===== config.mk =====
export PLATFORM = sky130hd
export DESIGN_NAME = alu_mul_sequencer
export DESIGN_NICKNAME = d
export VERILOG_FILES = /design/src/rtl/alu_mul_sequencer_pkg.sv /design/src/rtl/alu_mul_sequencer.sv
export SDC_FILE = /design/constraint.sdc
export NUM_CORES = 1
export LEC_CHECK = 0
export ABC_AREA = 0
export CAP_MARGIN = 20
export CORE_AREA = 2 2 154 156
export CTS_BUF_LIST = sky130_fd_sc_hd__clkbuf_16
export CTS_CLUSTER_SIZE = 25
export DETAILED_ROUTE_END_ITERATION = 6
export DIE_AREA = 0 0 156 158
export DONT_BUFFER_PORTS = 1
export PLACE_DENSITY = 0.77
export SLEW_MARGIN = 20
export SYNTH_ARGS = -nofsm -noshare
export SYNTH_HDL_FRONTEND = slang
export SYNTH_SLANG_ARGS = --single-unit

===== constraint.sdc =====
create_clock -name CLK -period 3.3 [get_ports CLK]
set_input_delay 0.825 -clock CLK [delete_from_list [all_inputs] [get_ports CLK]]
set_output_delay 0.825 -clock CLK [all_outputs]
set_load 0.01 [all_outputs]

===== src/rtl/alu_mul_sequencer_pkg.sv =====
// Shared ALU opcode constants and shift-add multiply sequencer state encoding.
// The datapath ALU control imports the same opcodes from here.
package alu_mul_sequencer_pkg;

  localparam logic [3:0] ALU_AND   = 4'b0000;
  localparam logic [3:0] ALU_OR    = 4'b0001;
  localparam logic [3:0] ALU_ADD   = 4'b0010;
  localparam logic [3:0] ALU_SUB   = 4'b0110;
  localparam logic [3:0] ALU_PASSB = 4'b0111;

  typedef enum logic [1:0] {
    ST_IDLE = 2'd0,
    ST_RUN  = 2'd1,
    ST_DONE = 2'd2
  } seq_state_e;

endpackage


===== src/rtl/alu_mul_sequencer.sv =====
// Multi-cycle unsigned 64x64->64 (low half) multiplier that borrows the shared
// datapath ALU for its shift-add iterations.
module alu_mul_sequencer
  import alu_mul_sequencer_pkg::*;
#(
  parameter int unsigned WIDTH = 64,
  parameter int unsigned CNT_W = 7
) (
  input  logic             CLK,
  input  logic             Reset,
  input  logic             Start,
  input  logic [WIDTH-1:0] OpA,
  input  logic [WIDTH-1:0] OpB,
  output logic             Busy,
  output logic             Done,
  output logic [WIDTH-1:0] Product,
  output logic             ProdZero,
  output logic [WIDTH-1:0] AluA,
  output logic [WIDTH-1:0] AluB,
  output logic [3:0]       AluCtrl,
  input  logic [WIDTH-1:0] AluResult
);

  seq_state_e       state_q;
  logic [WIDTH-1:0] acc_q;
  logic [WIDTH-1:0] mcand_q;
  logic [WIDTH-1:0] mplier_q;
  logic [CNT_W-1:0] cnt_q;
  logic [WIDTH-1:0] product_q;
  logic             prod_zero_q;
  logic             busy_q;
  logic             done_q;
  logic [WIDTH-1:0] alu_b_q;
  logic [3:0]       alu_ctrl_q;

  logic [WIDTH-1:0] mcand_nxt_c;
  logic [WIDTH-1:0] mplier_nxt_c;
  logic             last_c;

  // Values the RUN iteration hands to the next cycle; last_c ends the loop.
  always_comb begin
    mcand_nxt_c  = mcand_q << 1;
    mplier_nxt_c = mplier_q >> 1;
    last_c       = (mplier_nxt_c == '0) || (cnt_q == CNT_W'(WIDTH - 1));
  end

  // acc_q is zero outside RUN, so it doubles as the registered BusA drive.
  always_ff @(posedge CLK) begin
    if (Reset) begin
      state_q     <= ST_IDLE;
      acc_q       <= '0;
      mcand_q     <= '0;
      mplier_q    <= '0;
      cnt_q       <= '0;
      product_q   <= '0;
      prod_zero_q <= 1'b1;
      busy_q      <= 1'b0;
      done_q      <= 1'b0;
      alu_b_q     <= '0;
      alu_ctrl_q  <= ALU_AND;
    end else begin
      case (state_q)
        ST_IDLE: begin
          if (Start) begin
            state_q    <= ST_RUN;
            acc_q      <= '0;
            mcand_q    <= OpA;
            mplier_q   <= OpB;
            cnt_q      <= '0;
            busy_q     <= 1'b1;
            alu_b_q    <= OpB[0] ? OpA : '0;
            alu_ctrl_q <= ALU_ADD;
          end
        end
        ST_RUN: begin
          mcand_q  <= mcand_nxt_c;
          mplier_q <= mplier_nxt_c;
          cnt_q    <= cnt_q + CNT_W'(1);
          if (last_c) begin
            // Final sum is captured here so Product is already valid while Done is high.
            state_q     <= ST_DONE;
            acc_q       <= '0;
            product_q   <= AluResult;
            prod_zero_q <= (AluResult == '0);
            busy_q      <= 1'b0;
            done_q      <= 1'b1;
            alu_b_q     <= '0;
            alu_ctrl_q  <= ALU_AND;
          end else begin
            acc_q   <= AluResult;
            alu_b_q <= mplier_q[1] ? mcand_nxt_c : '0;
          end
        end
        ST_DONE: begin
          state_q <= ST_IDLE;
          done_q  <= 1'b0;
        end
        default: begin
          state_q    <= ST_IDLE;
          busy_q     <= 1'b0;
          done_q     <= 1'b0;
          acc_q      <= '0;
          alu_b_q    <= '0;
          alu_ctrl_q <= ALU_AND;
        end
      endcase
    end
  end

  assign Busy     = busy_q;
  assign Done     = done_q;
  assign Product  = product_q;
  assign ProdZero = prod_zero_q;
  assign AluA     = acc_q;
  assign AluB     = alu_b_q;
  assign AluCtrl  = alu_ctrl_q;

endmodule


==> results.txt <==
* Outcome: complete, no violations
- Clock input transition at the sequential cells of the worst setup and hold paths: 0.06 ns
- Data on the critical path is required at its endpoint by 3.73 ns.
- After synthesis the netlist holds a flip-flop and latch count of 330.
* Floorplan die area: 24,600 um^2
- Final Max Tran Viols: 0
- Startpoint types: register
- For this run, the top clock speed supported by timing is 0.373 GHz.
* Overflow after GRT: 0
- At the worst endpoint, the arrival time is 3.11 ns.
* Final total negative setup slack: 0 ns
- Total via count after detailed routing: 11,523
* Post-Synthesis Cell Area: 14,100 um^2
- Unrepaired setup endpoints after global routing: false
* Slew at the pin closest to its max-slew limit: 0.820 ns
* Initial core utilization: 61.3%
* Chip width: 156 um
* Max Fanout on Critical Path: 26
* Share of Yosys cell area claimed by the top area cell type: 46.8%
- Launch point of the worst path: mplier_q[3]$_SDFFE_PP0P_
- Worst hold-check path type: reg -> reg
* TritonRoute pass-1 iters: 7
* CP endpoint kind: register
* Yosys warning count: 0
- Cell Rows: 56
* Share of post-route cells with drive strength above 1: 5.13%
- Initial antenna violation count: 0
- The share of the Yosys chip area taken by registers is 46.8%.
* Count of buffers from port buffering: 0
- Averaged over all synthesized cells, the footprint is 8.86 um^2.
* 1st-iter DRT viols: 1,030
- The setup path with the least slack is of type reg -> reg.
- The H-tree was split into 2 levels.
- Pin count of the biggest net entering global routing: 333
* Number of hold-slack violations in the final timing report: 0
* Time the final worst path needs with I/O delays and setup: 2.68 ns
- Clock tree buffer depth: 3
- Final setup skew: 0.0172 ns
* Number of global-route vias before repair: 10,759
* Number of buffers created by CTS: 34
- The area growth from synthesis to layout is 7.30%.
- Final HPWL DP: 24.3 mm
- The number of setup buffers added after CTS is 0.
- The biggest area contributor in the post-synthesis netlist is sky130_fd_sc_hd__dfxtp_1.
* Path depth of the worst reg2reg path: 6
- Number of clock sinks: 330
* Post-layout util: 65.8%
- Post-cts hold buffer count: 0
- In the layout the commonest cells are sky130_fd_sc_hd__dfxtp_1, sky130_fd_sc_hd__nor2_1, sky130_fd_sc_hd__nand2b_1.
- Clk_lat worst skew: 0.50 ns
- Startpoint of the worst register-to-register path: mplier_q[3]$_SDFFE_PP0P_
- Unique cell type count in the Yosys netlist: 41
* Number of gates resized after cts: 0
* End point of the critical path: Product[27]$_SDFFE_PP0P_
- In the finished design, the share of the clock period the worst path needs comes to 81.2%.
* Clock tree from TritonCTS: built
* Number of inserted diodes: 0
* Most frequent standard cell in the layout excluding fill and tap cells: sky130_fd_sc_hd__dfxtp_1
- End of the worst register-to-register path: Product[27]$_SDFFE_PP0P_
- The total area inside the core boundary comes to 23,100 um^2.
- Most area-consuming cells after synthesis: sky130_fd_sc_hd__dfxtp_1, sky130_fd_sc_hd__nor2_1, sky130_fd_sc_hd__nand2b_1, sky130_fd_sc_hd__mux2i_1, sky130_fd_sc_hd__a22o_1
* Slack of the worst reg-to-reg path: 0.62 ns
* Leakage power: 6.38 nW
* Post-synthesis cell count: 1,594
- Setup violations remaining at the end of the flow were counted as 0.
* Final routed DRC violation total: 0
- Layout net count: 1,696
- Dividing the detail-routed wire length by the instance count gives 21.0 um.
- Max transition margin: 44.8%
- For this design the ratio of total power to cell area is 581 nW/um^2.
* Maximum VDD drop: 0.415 mV
* Total wirelength of the detailed-routed design: 37.9 mm
- Reported max-cap violation count: 0
- Count of boundary I/O pins: 394
- Clock tree synthesis selected as its root buffer the cell sky130_fd_sc_hd__clkbuf_16.
- Across every metal layer, demand over resource in global routing totals 28.8%.
* Height of the die: 158 um
- Wire length of the first global-routing pass: 58.0 mm
- Vias per cell: 6.37
- Antenna viol nets, final: 0
* GPL Wtd Cong: 0.848
[critical path: stages, from the launching register on]
cell	delay, ns
sky130_fd_sc_hd__dfxtp_1	0.33
sky130_fd_sc_hd__nor4_1	0.44
sky130_fd_sc_hd__nand4_1	0.21
sky130_fd_sc_hd__or4_4	0.60
sky130_fd_sc_hd__a21oi_4	0.49
sky130_fd_sc_hd__buf_12	0.29
sky130_fd_sc_hd__mux2i_1	0.23
[kinds of logic (layout without fill, tap and decap cells)]
kind of cell / count (synthesis) / in the layout / synth area share, %
simple gates: 709 / 709 / 24.5
compound gates: 331 / 331 / 19.1
flops: 330 / 330 / 46.8
buf+inv: 155 / 78 / 4.80
mux: 64 / 64 / 4.53
xor+xnor: 3 / 3 / 0.186
fa+ha+maj: 1 / 1 / 0.0885
other cells: 1 / 3 / 0.0265
[worst min path at each step]
stage	startpoint	endpoint	slack [ns]	cells past startpoint
after floorplan	mcand_q[62]$_SDFFE_PP0P_	AluB[63]$_SDFFE_PP0P_	0.43	1
final	mcand_q[62]$_SDFFE_PP0P_	AluB[63]$_SDFFE_PP0P_	0.46	1
after global routing	Reset	mplier_q[9]$_SDFFE_PP0P_	0.45	1
after detailed placement	mcand_q[62]$_SDFFE_PP0P_	AluB[63]$_SDFFE_PP0P_	0.45	1
after CTS	Reset	state_q[0]$_SDFFE_PP0P_	0.40	1
after global placement	mcand_q[62]$_SDFFE_PP0P_	AluB[63]$_SDFFE_PP0P_	0.44	1
[final cells by class]
type / instances / area, um^2
fillers: 1898 / 7890
multi-input cells: 1111 / 6910
flip-flops and latches: 330 / 6610
clock buffers: 37 / 926
inverters: 2 / 7.51
well taps: 290 / 363
clock inverters: 18 / 96.3
repair buffers: 21 / 245
[stage by stage]
stage	power (mW)	area [um^2]	hold WS [ns]	std cells	setup WS (ns)
after floorplan	5.16	14100	0.427	1596	0.997
after global placement	5.29	14100	0.440	1754	0.631
after detailed placement	5.31	14100	0.446	1754	0.652
after CTS	8.86	15200	0.396	1809	0.630
final	8.82	15200	0.459	1809	0.620
after global routing	9.15	15200	0.447	1809	0.448
[routing by layer]
layer	vias to the layer above	GRT usage [%]	wire, um	share of wire [%]
met4	0	13.2	1630	4.3
li1	5466	-	-	-
met1	5448	35.6	15200	40
met2	506	47.0	17600	47
met5	-	0	0	0
met3	103	8.05	3460	9.1
[report_power, final]
part | internal [mW] | switching [mW]
logic | 0.367 | 0.453
registers | 4.20 | 0.214
clock network | 2.07 | 1.51
total | 6.64 | 2.17
[cells in the mapped netlist]
cell	n
sky130_fd_sc_hd__a21oi_2	1
sky130_fd_sc_hd__and3_1	1
sky130_fd_sc_hd__nand3b_1	65
sky130_fd_sc_hd__nand2_1	127
sky130_fd_sc_hd__nand2b_1	131
sky130_fd_sc_hd__nand3_1	2
sky130_fd_sc_hd__xor2_1	3
sky130_fd_sc_hd__o21ai_0	1
sky130_fd_sc_hd__or3_1	2
sky130_fd_sc_hd__mux2i_1	64
sky130_fd_sc_hd__a2111oi_0	1
sky130_fd_sc_hd__clkbuf_1	122
sky130_fd_sc_hd__conb_1	1
sky130_fd_sc_hd__buf_1	7
sky130_fd_sc_hd__nand4_1	10
sky130_fd_sc_hd__a311oi_1	62
sky130_fd_sc_hd__inv_1	2
sky130_fd_sc_hd__buf_12	3
sky130_fd_sc_hd__or4_4	1
sky130_fd_sc_hd__nor4_1	33
sky130_fd_sc_hd__dfxtp_1	330
sky130_fd_sc_hd__a21o_1	64
sky130_fd_sc_hd__ha_1	1
sky130_fd_sc_hd__a211oi_1	1
sky130_fd_sc_hd__buf_4	6
sky130_fd_sc_hd__buf_6	1
sky130_fd_sc_hd__nor2b_1	3
sky130_fd_sc_hd__nor2_1	265
sky130_fd_sc_hd__or2_2	2
sky130_fd_sc_hd__nor3_1	66
sky130_fd_sc_hd__o31ai_1	64
sky130_fd_sc_hd__buf_2	14
sky130_fd_sc_hd__a2bb2oi_1	62
sky130_fd_sc_hd__a31oi_1	1
sky130_fd_sc_hd__a221oi_1	1
sky130_fd_sc_hd__a32oi_1	1
sky130_fd_sc_hd__o21ai_1	1
sky130_fd_sc_hd__a22o_1	63
sky130_fd_sc_hd__a21oi_1	7
sky130_fd_sc_hd__a22oi_1	1
sky130_fd_sc_hd__nor4_2	1
[state kept, by name, indices dropped and copies added, names as in the netlist]
register and flops:
AluCtrl 1, ProdZero 1, mplier_q 63, AluA 64
Product 64, Done 1, mcand_q 63, cnt_q 7
AluB 64, state_q 2
Note: power is estimated with default switching activity, not from simulation.
